$ cat src/rtl/mux_rr_pkg.sv
// Shared types and constants for the 16-way round-robin mux scheduler.
package mux_rr_pkg;

  localparam int unsigned N_REQ = 16;
  localparam int unsigned SEL_W = 4;

  typedef enum logic [1:0] {
    StIdle    = 2'd0,
    StSettleW = 2'd1,
    StSample  = 2'd2,
    StHold    = 2'd3
  } state_e;

endpackage

$ cat src/rtl/rr_pick16.sv
// Combinational round-robin pick: first set request at or after ptr, wrapping over 16 sources.
module rr_pick16
  import mux_rr_pkg::*;
(
  input  logic [N_REQ-1:0] req,
  input  logic [SEL_W-1:0] ptr,
  output logic [SEL_W-1:0] winner,
  output logic             any
);

  logic [2*N_REQ-1:0] dbl;
  logic [N_REQ-1:0]   rot;
  logic [SEL_W-1:0]   offset;

  always_comb begin
    // Rotate so bit 0 of rot is source ptr, then take the lowest set bit.
    dbl    = {req, req} >> ptr;
    rot    = dbl[N_REQ-1:0];
    offset = '0;
    for (int i = N_REQ - 1; i >= 0; i--) begin
      if (rot[i]) offset = SEL_W'(i);
    end
    winner = ptr + offset;
    any    = |req;
  end

endmodule

$ cat src/rtl/mux_rr_sched.sv
// Round-robin scheduler sharing one mux_16x1 between 16 requesters.
// Optional transfer counter output xfer_cnt is enabled by defining MUX_RR_CNT_EN.
module mux_rr_sched
  import mux_rr_pkg::*;
#(
  parameter int unsigned SETTLE = 1
) (
  input  logic             clk,
  input  logic             rst_n,
  input  logic [N_REQ-1:0] req,
  input  logic             mux_bit,
  output logic [SEL_W-1:0] select,
  output logic [N_REQ-1:0] gnt,
  output logic             out_valid,
  input  logic             out_ready,
  output logic             out_bit,
  output logic [SEL_W-1:0] out_idx
`ifdef MUX_RR_CNT_EN
  ,
  output logic [15:0]      xfer_cnt
`endif
);

  localparam logic [3:0] CntLoad = 4'(SETTLE - 1);

  state_e           state_q, state_d;
  logic [SEL_W-1:0] ptr_q, ptr_d;
  logic [SEL_W-1:0] select_q, select_d;
  logic [N_REQ-1:0] gnt_q, gnt_d;
  logic [3:0]       cnt_q, cnt_d;
  logic             valid_q, valid_d;
  logic             bit_q, bit_d;
  logic [SEL_W-1:0] idx_q, idx_d;

  logic [SEL_W-1:0] winner;
  logic             any;
  logic             handshake;

  rr_pick16 u_pick (
    .req    (req),
    .ptr    (ptr_q),
    .winner (winner),
    .any    (any)
  );

  assign handshake = valid_q && out_ready;

  always_comb begin
    state_d  = state_q;
    ptr_d    = ptr_q;
    select_d = select_q;
    gnt_d    = gnt_q;
    cnt_d    = cnt_q;
    valid_d  = valid_q;
    bit_d    = bit_q;
    idx_d    = idx_q;
    unique case (state_q)
      StIdle: begin
        if (any) begin
          select_d         = winner;
          gnt_d            = '0;
          gnt_d[winner]    = 1'b1;
          cnt_d            = CntLoad;
          state_d          = StSettleW;
        end
      end
      StSettleW: begin
        if (cnt_q == 4'd0) state_d = StSample;
        else               cnt_d   = cnt_q - 4'd1;
      end
      StSample: begin
        bit_d   = mux_bit;
        idx_d   = select_q;
        valid_d = 1'b1;
        state_d = StHold;
      end
      StHold: begin
        // select stays locked until the sample is taken downstream.
        if (handshake) begin
          valid_d = 1'b0;
          gnt_d   = '0;
          ptr_d   = select_q + SEL_W'(1);
          state_d = StIdle;
        end
      end
      default: state_d = StIdle;
    endcase
  end

  always_ff @(posedge clk or negedge rst_n) begin
    if (!rst_n) begin
      state_q  <= StIdle;
      ptr_q    <= '0;
      select_q <= '0;
      gnt_q    <= '0;
      cnt_q    <= '0;
      valid_q  <= 1'b0;
      bit_q    <= 1'b0;
      idx_q    <= '0;
    end else begin
      state_q  <= state_d;
      ptr_q    <= ptr_d;
      select_q <= select_d;
      gnt_q    <= gnt_d;
      cnt_q    <= cnt_d;
      valid_q  <= valid_d;
      bit_q    <= bit_d;
      idx_q    <= idx_d;
    end
  end

  assign select    = select_q;
  assign gnt       = gnt_q;
  assign out_valid = valid_q;
  assign out_bit   = bit_q;
  assign out_idx   = idx_q;

`ifdef MUX_RR_CNT_EN
  logic [15:0] xfer_cnt_q;

  always_ff @(posedge clk or negedge rst_n) begin
    if (!rst_n)         xfer_cnt_q <= '0;
    else if (handshake) xfer_cnt_q <= xfer_cnt_q + 16'd1;
  end

  assign xfer_cnt = xfer_cnt_q;
`endif

endmodule

$ cat config.mk
export PLATFORM = sky130hd
export DESIGN_NAME = mux_rr_sched
export DESIGN_NICKNAME = d
export VERILOG_FILES = /design/src/rtl/mux_rr_pkg.sv /design/src/rtl/rr_pick16.sv /design/src/rtl/mux_rr_sched.sv
export SDC_FILE = /design/constraint.sdc
export NUM_CORES = 1
export LEC_CHECK = 0
export BUFFER_PORTS_ARGS = -buffer_cell sky130_fd_sc_hd__buf_2
export CAP_MARGIN = 20
export CORE_MARGIN = 3
export CORE_UTILIZATION = 58
export CTS_CLUSTER_SIZE = 40
export DETAILED_ROUTE_END_ITERATION = 8
export GPL_ROUTABILITY_DRIVEN = 0
export PLACE_DENSITY = 0.85
export SKIP_LAST_GASP = 1
export SLEW_MARGIN = 20
export SYNTH_ARGS = -nofsm -noshare
export SYNTH_HDL_FRONTEND = slang
export SYNTH_SLANG_ARGS = --single-unit
$ cat constraint.sdc
create_clock -name clk -period 4.45 [get_ports clk]
set_clock_uncertainty 0.15 [all_clocks]
set_input_delay 0.445 -clock clk [delete_from_list [all_inputs] [get_ports clk]]
set_output_delay 0.445 -clock clk [all_outputs]
set_load 0.005 [all_outputs]
== Word level (Yosys, flattened, before mapping) ==
Cells that the tools add are included.
Storage, ports and cells
  bits in registers: 36
  bits in latches: 0
  RAM bits: 0
  memory bits (read-only): 0
  input bits: 20
  memories kept: 0
Operators by class
  $add $sub $neg: 3
  multiply operators: 0
  div/mod/pow operators: 0
  magnitude comparators: 2
  equal/unequal tests: 7
  shifts and indexed selects: 1
  mux-type cells: 30
  bitwise gates (word level): 0
  reductions and logical operators: 14
Operators by type and width (count)
  $mux 4: 18
  $mux 16: 2
  $pmux 16 s2: 1
  $shr 32x4->16: 1
  $reduce_or 16->1: 1
  $reduce_and 3->1: 3
  $ne 2x2->1 const B: 4
  $pmux 2 s4: 1
  $pmux 4 s2: 1
  $mux 2: 3
  $reduce_and 2->1: 3
  $reduce_bool 2->1: 3
  $lt 4x5->1 const B: 1
  $add 4x1->4 const B: 1
  $add 4x4->4: 1
  $demux 1 s4: 1
  $eq 2x2->1 const B: 2
  $ge 4x1->1 const B: 1
  $logic_not 4->1: 1
  $sub 4x1->4 const B: 1
  $eq 2x1->1 const B: 1
  $logic_and 1x1->1: 2
  $logic_not 2->1: 1
  $mux 1: 2
  $pmux 1 s2: 1

== Depth between registers and ports, before layout ==
Gate-level depths: netlist (run 1).
  word-level depth: 24
  gate-level depth with buffers: 15
  gate-level depth less buffers: 13

== Modules after synthesis ==
A second synthesis (run 1) with hierarchy kept.
Second synthesis, totals
  cell total of the unflattened synthesis: 241
  area, all modules: 2969.1 um^2
Modules (own cells, without submodules)
  mux_rr_sched: instances 1, cells an instance 142, area each 1784.2 um^2, sequential area each 900.9 um^2
  rr_pick16: instances 1, cells an instance 99, area each 1184.9 um^2, sequential area each 0.0 um^2

== Worst setup path after synthesis (run 1) ==
Ideal clock, no wire load.
  path type: register -> register
  from: register ptr_q[1]
  to: register gnt_q[4], in the netlist gnt[4]
  setup time: 127 ps
  data arrival time: 3631 ps
  slack: 542 ps
  cell stages (with the launch flop): 16
  buffers on the path: 2
  clock period less this slack: 3908 ps
  cell sequence: dfrtp_1 > buf_6 > buf_6 > mux4_2 > a21oi_1 > a21boi_0 > a21oi_1 > a211o_1 > a21oi_1 > ha_1 > a21o_1 > a21oi_1 > xor2_1 > nor3_1 > nand3_1 > o211ai_2
Between the ends
  word-level cells in the longest chain between the ends: 24
  elaborated cells between the ends (all ways): 25
  classes of those cells: 1 x add/sub; 2 x order compare; 1 x shift; 20 x mux; 1 x reduce/logical
RTL lines
  from (decl): line mux_rr_sched.sv:27  | logic [SEL_W-1:0] ptr_q, ptr_d;
  from (signal assigned): line mux_rr_sched.sv:102  | ptr_q <= ptr_d;
  $shr 32x4->16: line rr_pick16.sv:17  | dbl = {req, req} >> ptr;
  $mux 4 (16 in a row): line rr_pick16.sv:21  | if (rot[i]) offset = SEL_W'(i);
  $add 4x4->4 (*): line rr_pick16.sv:23  | winner = ptr + offset;
  $lt 4x5->1 (implied by the code) or $ge 4x1->1 (tied branches): line mux_rr_sched.sv:62  | gnt_d[winner] = 1'b1;
  $logic_and 1x1->1 (implied by the code): line mux_rr_sched.sv:62
  $mux 1 (implied by the code): line mux_rr_sched.sv:62
  $demux 1 s4 (*): line mux_rr_sched.sv:62
  $mux 16 (*): line mux_rr_sched.sv:59  | if (any) begin
  $pmux 16 s2 (*): line mux_rr_sched.sv:57  | unique case (state_q)
  to (signal assigned): line mux_rr_sched.sv:104  | gnt_q <= gnt_d;
  to (decl): line mux_rr_sched.sv:29  | logic [N_REQ-1:0] gnt_q, gnt_d;
Mark *: on every way between the ends. The rest lies on a longest branch, timed or not. The select of a mux whose other input is x is not followed.
A chain may end at the register's enable or synchronous reset.

== Final worst setup path (run 1) ==
  from: register ptr_q[1]
  to: register gnt_q[0], in the netlist gnt[0]
Same word-level chain as after synthesis.

==> results.tsv, run 1 <==
metric	value	unit
clock share of power	0.078	
largest stage delay on the critical path	0.60	ns
Top delay family on crit path	compound AO/OA/AOI/OAI gates	
CTS hold repair buffers	0	
core area	5240	sq um
largest net degree at the start of global routing	37	
initial antenna violation count	0	
Yosys reg bits	36	
Overflow after GRT	0	
share of layout cells above drive strength 1	0.306	
Buf/Inv on CP	2	
Seq pwr share	0.208	
syn_nets	374	
Reg area	902	sq um
final antenna-violating net count	0	
Final #Nets	416	
total global-route track usage	0.252	
status	complete, no violations	
post-CTS resize count	0	
Bufs on Longest Clock Path	2	
clk root buf	clkbuf_8	
min Tclk post-route	4.17	ns
Cell Chain, Critical Path	buf_12, mux4_2, a21oi_1, a21boi_0, a21oi_1, a211o_1, a21oi_1, ha_1, a21o_1, a21oi_1, xor2_1, buf_4, nor3_1, nand3_2, nand3_2	
global-route wire length before repair	13000	um
number of top-level pins	46	
total number of vias	2900	
RSZ-0062 raised after global routing	no	
Clock Sinks	36	
LEAKAGE	1.60	nW
Main synth FF type	dfrtp_1	
Avg Inst Size Synth	9.42	sq um
slew margin rel.	0.472	
Ant. Diodes	0	
FMAX	240	MHz
Setup crit start	ptr_q[1]	
Final Setup Violations	0	
final worst path period share	0.937	
post-CTS setup buffers	0	
Post-Syn Area	3230	sq um
FILL cells	407	
max-cap viol count	0	
WL final	7660	um
HP Class	input pin to async pin	
Worst R2R Start	ptr_q[1]	
CTS tree	yes	
Vias per Instance	6.37	
CTS H-Tree Depth	2	
Gate power share	0.714	
post-DR wirelength/cell	16.8	um
number of global-route vias before repair	2747	
clock transition at the registers of the reported paths	0.07	ns
maximum VDD drop	491	uV
switching power	0.00139	W
Fin. Hold Viols	0	
row cnt	26	
slew of the pin with the lowest slew margin	0.792	ns
area of the die	6500	sq um
slowest stage cell, crit path	mux4_2	
PD cells	785	nW/um^2
Crit. End Element	flip-flop	
clk_lat worst skew	0.28	ns
YS warnings	0	
part of the Yosys area used for sequential elements	0.279	
dpl ws	0.282	ns
Setup crit start kind	flip-flop	
Post-synth EDFFs	0	
internal power	0.00142	W
initial DRC count	297	
Detail Placement HPWL	5770	um
async set-reset flop share out of synthesis	1.00	
starting density of the core	0.617	
setup TNS	0	ns
Crit Path Class	flip-flop to flip-flop	
Multi-input gate area	2160	sq um
Top cell by count, worst path	a21oi_1	
Sw Share	0.495	
CTS Buf Count	5	
max-slew violation count	0	
Crit Path Max Fanout	19	
die width	80.6	um
Pre-antenna DRT Iters	5	
area grow syn2layout	10.7	%
final worst slack	0.279	ns
Crit path required time	4.53	ns
crit path DAT	4.25	ns
PortBufs	45	
most common cell after layout, fill and taps aside	nand2_1	
Core Util, Final	0.683	
DRC viols	0	
Die Ht	80.6	um
most frequent cells in the layout	nand2_1 (54), buf_2 (45), dfrtp_1 (35)	
Netlist cell types	55	
Synth Instances	343	
registers in the layout (all words and copies together), names as in the netlist:
register   cells
gnt           16
cnt_q          4
out_idx        4
ptr_q          4
select         4
state_q        2
out_bit        1
out_valid      1
final timing paths:
kind	slack (ns)	depth (start not counted)	to
worst max-delay path	0.28	15	gnt[0]
worst min-delay path	0.09	1	gnt[15]
worst max register to register	0.28	15	gnt[0]
worst min register to register	0.34	2	gnt[14]
max in group asynchronous	3.50	1	ptr_q[3]
min in group clk	0.24	2	out_valid
layout make-up:
| class | instances | share of cell area |
|---|---|---|
| Tap cell | 70 | 0.0245 |
| Sequential cell | 36 | 0.252 |
| Inverter | 12 | 0.0126 |
| Timing Repair Buffer | 54 | 0.0854 |
| Clock buffer | 6 | 0.0203 |
| Multi-Input combinational cell | 276 | 0.604 |
| Clock inverter | 1 | 0.00140 |
metrics by stage:
| step | power (W) | std cells | hold WS [ns] | cell area (sq um) |
|---|---|---|---|---|
| floorplan | 0.00207 | 343 | -0.000591 | 3230 |
| global placement | 0.00248 | 448 | 0.324 | 3490 |
| detailed placement | 0.00254 | 448 | 0.330 | 3490 |
| CTS | 0.00277 | 455 | 0.117 | 3570 |
| global route | 0.00305 | 455 | 0.147 | 3580 |
| finish | 0.00281 | 455 | 0.0857 | 3580 |
synthesized netlist by cell type (all sizes together) (4+ instances only):
master,number,share of area
nand2,54,0.063
nand3,38,0.090
dfrtp,36,0.28
nor3,22,0.034
mux4,19,0.13
nor2,17,0.020
mux2,14,0.049
a21oi,13,0.020
o21ai,13,0.020
buf,11,0.032
inv,11,0.013
ha,10,0.039
clkbuf,8,0.0093
mux2i,7,0.022
o22ai,6,0.012
nand2b,5,0.0097
nand4,5,0.0097
nor4,5,0.0097
a211oi,4,0.0093
xnor2,4,0.011
xor2,4,0.011
logic make-up (layout without fill, tap and decap cells):
family                     Yosys count  after routing  share of synthesized area
muxes                               40             40                      0.205
DFF                                 36             36                      0.279
AOI/OAI and AO/OA                   61             61                      0.136
adders and majority gates           11             11                     0.0449
and+or+nand+nor                    156            156                      0.258
buffers and inverters               31             73                     0.0554
xor gates and xnor gates             8              8                     0.0217
power groups by stage:
| stage | Sequential, W | Combinational (W) | Clock, W |
|---|---|---|---|
| 2_1_floorplan | 0.000562 | 0.00151 | 0 |
| 3_3_place_gp | 0.000577 | 0.00190 | 0 |
| 3_5_place_dp | 0.000586 | 0.00196 | 0 |
| 4_1_cts | 0.000581 | 0.00197 | 0.000219 |
| 5_1_grt | 0.000605 | 0.00221 | 0.000233 |
| 6_report | 0.000583 | 0.00200 | 0.000219 |
layer usage:
layer | track usage | part of all wire | vias up | routed length (um)
met2 | 0.411 | 0.49 | 128 | 3760
met5 | 0 | 0 | - | 0
li1 | - | - | 1369 | -
met1 | 0.354 | 0.43 | 1386 | 3260
met3 | 0.0392 | 0.065 | 17 | 497
met4 | 0.0557 | 0.018 | 0 | 135
Note: power is estimated with default switching activity, not from simulation.
==> run 2, diff against run 1 <==
- CORE_ASPECT_RATIO: default -> 1.1
==> run 2 against run 1 <==
Global-route usage up 0.31 points. Combinational power is essentially flat. Largest cell class unchanged. Critical endpoint is now gnt[12]. Critical path depth decreased by 2. Core utilization grew 0.77 points. Highest routed layer unchanged. Via count increased by 1.7%. Die area is essentially flat. Sequential share of layout area decreased by 0.11 points. Fmax increased by 0.39%.
==> results.tsv, run 2 (synthesis gave the netlist of run 1 again) <==
metric	value	unit	change
status	complete, no violations		
Detail Placement HPWL	5770	um	about the same
clk_lat worst skew	0.28	ns	about the same
internal power	0.00144	W	+1.5%
Vias per Instance	6.44		+1.0%
Final Setup Violations	0		unchanged
total global-route track usage	0.255		+0.00310
final antenna-violating net count	0		unchanged
die width	77.2	um	-4.3%
initial antenna violation count	0		unchanged
Overflow after GRT	0		unchanged
largest stage delay on the critical path	0.61	ns	about the same
Crit. End Element	flip-flop		
CTS H-Tree Depth	2		unchanged
FMAX	241	MHz	+0.39%
total number of vias	2949		+1.7%
final worst path period share	0.934		-0.00360
most frequent cells in the layout	nand2_1 (54), buf_2 (45), dfrtp_1 (35)		
row cnt	27		+3.8%
clock transition at the registers of the reported paths	0.08	ns	about the same
Seq pwr share	0.206		-0.002
FF-to-FF End	gnt[12]		
global-route wire length before repair	14000	um	+7.5%
Fin. Hold Viols	0		unchanged
Bufs on Longest Clock Path	2		unchanged
starting density of the core	0.621		+0.00415
number of global-route vias before repair	2930		+6.7%
share of layout cells above drive strength 1	0.313		+0.00698
Buf/Inv on CP	1		-1
CTS tree	yes		
final worst slack	0.295	ns	+0.0160 ns
Sw Share	0.496		about the same
area grow syn2layout	11.2	%	
Top delay family on crit path	multiplexers		
slowest stage cell, crit path	mux4_2		
maximum VDD drop	544	uV	+11%
area of the die	6500	sq um	about the same
HP Class	input pin to async pin		
reg2reg setup slack	0.30	ns	+0.02 ns
DRC viols	0		unchanged
Die Ht	84.3	um	+4.5%
initial DRC count	401		+35%
core area	5200	sq um	-0.67%
slew margin rel.	0.474		+0.00200
switching power	0.00141	W	+1.7%
post-DR wirelength/cell	16.9	um	+0.27%
Worst R2R Start	ptr_q[1]		
Ant. Diodes	0		unchanged
r2r worst-path depth	13		-2
crit path DAT	4.21	ns	-0.04 ns
Gate power share	0.706		-0.008
final instance area	3590	sq um	+0.45%
Clock Sinks	36		unchanged
largest net degree at the start of global routing	37		unchanged
min Tclk post-route	4.15	ns	-0.0160 ns
setup TNS	0	ns	unchanged
Cell Area, Placed	3480	sq um	-0.29%
Cell Chain, Critical Path	buf_4, mux4_2, mux2_2, nor3_1, o22ai_1, a32oi_1, o21ai_1, ha_1, fa_1, xor2_1, nand2b_1, or3_1, o211ai_1		
slew of the pin with the lowest slew margin	0.789	ns	-0.00300 ns
Crit path required time	4.51	ns	-0.02 ns
dpl ws	0.284	ns	+0.00253 ns
max-slew violation count	0		unchanged
Crit Path Class	flip-flop to flip-flop		
clock share of power	0.087		+0.009
hold_ws	0.0800	ns	-0.00573 ns
LEAKAGE	1.61	nW	+0.79%
Crit Path Max Fanout	11		-8
clk root buf	clkbuf_8		
max reg flops	16		unchanged
WL final	7730	um	+0.93%
Final #Nets	416		unchanged
FILL cells	429		+5.4%
CTS Buf Count	5		unchanged
PortBufs	45		unchanged
Pre-antenna DRT Iters	5		unchanged
max-cap viol count	0		unchanged
number of top-level pins	46		unchanged
Setup crit start kind	flip-flop		
PD cells	794	nW/um^2	+1.1%
most common cell after layout, fill and taps aside	nand2_1		
==> run 2: cell count changes in the layout (fill, tap and decap cells not counted), sizes merged <==
cell,change
inv,+1
==> run 2: area by class of cell <==
cell class	instances	area, sq um	area share
clock buffers	6	82.6	0.0230
flip-flops and latches	36	902	0.251
repair buffers	54	293	0.0815
clock inverters	2	13.8	0.00383
well taps	72	90.1	0.0251
multi-input cells	276	2170	0.603
inverters	12	45.0	0.0125
==> run 2: metrics by stage <==
step                cells  power, W   util
global route          458   0.00313  0.690
floorplan             343   0.00207      -
detailed placement    450   0.00253  0.669
global placement      450   0.00247  0.669
finish                458   0.00285  0.690
CTS                   458   0.00280  0.687
==> run 2: timing repair <==
item                       in CTS  in global routing
hold endpoints to repair        0                  0
setup endpoints to repair       0                 16
hold buffers                    0                  0
gates resized for setup         0                  3
setup buffers                   0                  0
==> run 2: worst max-delay path by stage <==
stage	slack, ns	cells past startpoint	to	from
6_report	0.30	13	gnt[12]	ptr_q[1]
5_1_grt	-0.006	14	gnt[15]	ptr_q[1]
4_1_cts	0.22	12	gnt[12]	ptr_q[3]
3_5_place_dp	0.28	12	gnt[12]	ptr_q[3]
3_3_place_gp	0.37	14	gnt[11]	ptr_q[1]
2_1_floorplan	0.54	15	gnt[4]	ptr_q[1]
==> run 2: worst register-to-register path: stages (launching register included) <==
cell      delay [ns]
dfrtp_1         0.43
buf_4           0.26
mux4_2          0.61
mux2_2          0.32
nor3_1          0.25
o22ai_1         0.12
a32oi_1         0.20
o21ai_1         0.13
ha_1            0.23
fa_1            0.45
xor2_1          0.21
nand2b_1        0.13
or3_1           0.37
o211ai_1        0.19
==> run 2: routing by layer <==
metal  wire length (um)  up-vias  global-route usage
met5                  0        -                   0
met4                 99        0              0.0502
met3                466       16              0.0365
met2               3900      130               0.441
met1               3260     1420               0.343
li1                   -     1383                   -
==> run 2: power groups by stage <==
stage / Clock [W] / Sequential (W) / Combinational, W
3_5_place_dp: 0 / 0.000590 / 0.00194
5_1_grt: 0.000267 / 0.000614 / 0.00225
4_1_cts: 0.000252 / 0.000586 / 0.00196
3_3_place_gp: 0 / 0.000583 / 0.00188
2_1_floorplan: 0 / 0.000562 / 0.00151
6_report: 0.000248 / 0.000589 / 0.00201
==> run 3, diff against run 2 <==
- CORE_UTILIZATION: 58 -> 46
- PLACE_DENSITY: 0.85 -> 0.7
==> run 3 against run 2 <==
Fmax decreased by 1.5%. Core utilization shrank 15 points. Sequential power decreased by 2%. Critical path type unchanged. Largest power group unchanged.
==> results.tsv, run 3 (synthesis gave the netlist of run 1 again) <==
metric	value	unit	change
status	complete, no violations		
clk root buf	clkbuf_8		
most common cell after layout, fill and taps aside	nand2_1		
Gate power share	0.705		about the same
post-DR wirelength/cell	16.4	um	-3.1%
CTS hold repair buffers	0		unchanged
Vias per Instance	6.06		-5.9%
HP Class	input pin to async pin		
share of layout cells above drive strength 1	0.323		+0.00953
switching power	0.00141	W	+0.12%
CTS Buf Count	5		unchanged
number of top-level pins	46		unchanged
CTS H-Tree Depth	2		unchanged
row cnt	31		+15%
max-cap viol count	0		unchanged
dpl ws	0.187	ns	-0.0969 ns
Seq pwr share	0.198		-0.008
CTS tree	yes		
maximum VDD drop	540	uV	-0.73%
Detail Placement HPWL	5800	um	+0.55%
LEAKAGE	1.63	nW	+0.99%
slew of the pin with the lowest slew margin	0.802	ns	+0.0130 ns
DRC viols	0		unchanged
largest net degree at the start of global routing	37		unchanged
area of the die	8070	sq um	+24%
clock share of power	0.097		+0.010
setup TNS	0	ns	unchanged
Reg area	902	sq um	unchanged
Final Setup Violations	0		unchanged
number of global-route vias before repair	2721		-7.1%
Clock Sinks	36		unchanged
max-slew violation count	0		unchanged
core area	6710	sq um	+29%
initial antenna violation count	0		unchanged
Die Ht	93.9	um	+11%
internal power	0.00150	W	+4.4%
Crit path required time	4.53	ns	+0.02 ns
Crit. End Element	flip-flop		
final worst path period share	0.948		+0.0142
Ant. Diodes	0		unchanged
WL final	7670	um	-0.74%
Bufs on Longest Clock Path	2		unchanged
Overflow after GRT	0		unchanged
max reg flops	16		unchanged
slew margin rel.	0.465		-0.00867
total global-route track usage	0.196		-0.0593
FILL cells	590		+38%
Setup crit start kind	flip-flop		
clock transition at the registers of the reported paths	0.07	ns	about the same
final antenna-violating net count	0		unchanged
Multi-input gate area	2190	sq um	+0.92%
PD cells	797	nW/um^2	+0.47%
Sw Share	0.485		-0.0104
die width	85.9	um	+11%
Crit Path Max Fanout	9		-2
clk_lat worst skew	0.29	ns	about the same
PortBufs	45		unchanged
FMAX	237	MHz	-1.5%
min Tclk post-route	4.22	ns	+0.0634 ns
Final #Nets	417		+0.24%
Final Power	0.00292	W	+2.3%
crit path DAT	4.30	ns	+0.09 ns
area grow syn2layout	13.2	%	
total number of vias	2843		-3.6%
Pre-antenna DRT Iters	4		-1
starting density of the core	0.481		-0.140
global-route wire length before repair	12800	um	-8.1%
initial DRC count	170		-58%
Crit Path Class	flip-flop to flip-flop		
final worst slack	0.232	ns	-0.0634 ns
Fin. Hold Viols	0		unchanged
most frequent cells in the layout	nand2_1 (54), buf_2 (45), dfrtp_1 (35)		
[run 3: cell count changes in the layout (fill, tap and decap cells not counted), sizes merged]
cell	change
buf	+1
bufinv	+1
inv	-1
[run 3: cell type report]
| cell class | instances | area share |
|---|---|---|
| well taps | 82 | 0.0281 |
| multi-input cells | 276 | 0.598 |
| inverters | 12 | 0.0123 |
| flip-flops and latches | 36 | 0.247 |
| clock buffers | 6 | 0.0198 |
| repair buffers | 55 | 0.0856 |
| clock inverters | 2 | 0.00958 |
[run 3: per-stage QoR]
| step | utilization | hold slack [ns] | cell area (sq um) | cells |
|---|---|---|---|---|
| finish | 0.545 | 0.0867 | 3660 | 469 |
| detailed placement | 0.523 | 0.327 | 3510 | 461 |
| CTS | 0.539 | 0.110 | 3620 | 469 |
| global route | 0.545 | 0.138 | 3660 | 469 |
| global placement | 0.523 | 0.324 | 3510 | 461 |
| floorplan | - | -0.000591 | 3230 | 343 |
[run 3: path summary, 6_finish.rpt]
kind,start,to,slack [ns],depth (start not counted)
max,ptr_q[1],gnt[1],0.23,14
min,rst_n,gnt[1],0.09,1
max reg2reg,ptr_q[1],gnt[1],0.23,14
min reg2reg,gnt[15],gnt[15],0.34,2
max in group asynchronous,rst_n,ptr_q[1],3.50,1
min in group clk,out_ready,out_valid,0.23,2
[run 3: what timing repair did]
item | 4_1_cts | 5_1_grt
setup endpoints to repair | 0 | 16
setup buffers | 0 | 0
resized for setup | 0 | 8
[run 3: power by group through the flow]
stage	Clock [W]	Combinational [W]	Sequential [W]
6_report	0.000283	0.00206	0.000576
3_5_place_dp	0	0.00197	0.000580
4_1_cts	0.000289	0.00198	0.000576
5_1_grt	0.000302	0.00228	0.000598
2_1_floorplan	0	0.00151	0.000562
3_3_place_gp	0	0.00194	0.000574
[run 3: per-layer routing]
layer,share of wire,global-route usage
met1,0.42,0.261
met2,0.50,0.314
met3,0.064,0.0421
met4,0.020,0.0646
met5,0,0
[run 3: critical path, stage by stage, from the launching register on]
cell      delay (ns)
dfrtp_2         0.52
buf_4           0.22
mux4_2          0.59
a21oi_1         0.39
and3_1          0.31
nor2_1          0.07
a311oi_1        0.24
a21oi_1         0.09
ha_1            0.37
a21oi_1         0.34
xor2_1          0.13
buf_4           0.19
nor3_1          0.34
nand3_2         0.12
nand3_2         0.10
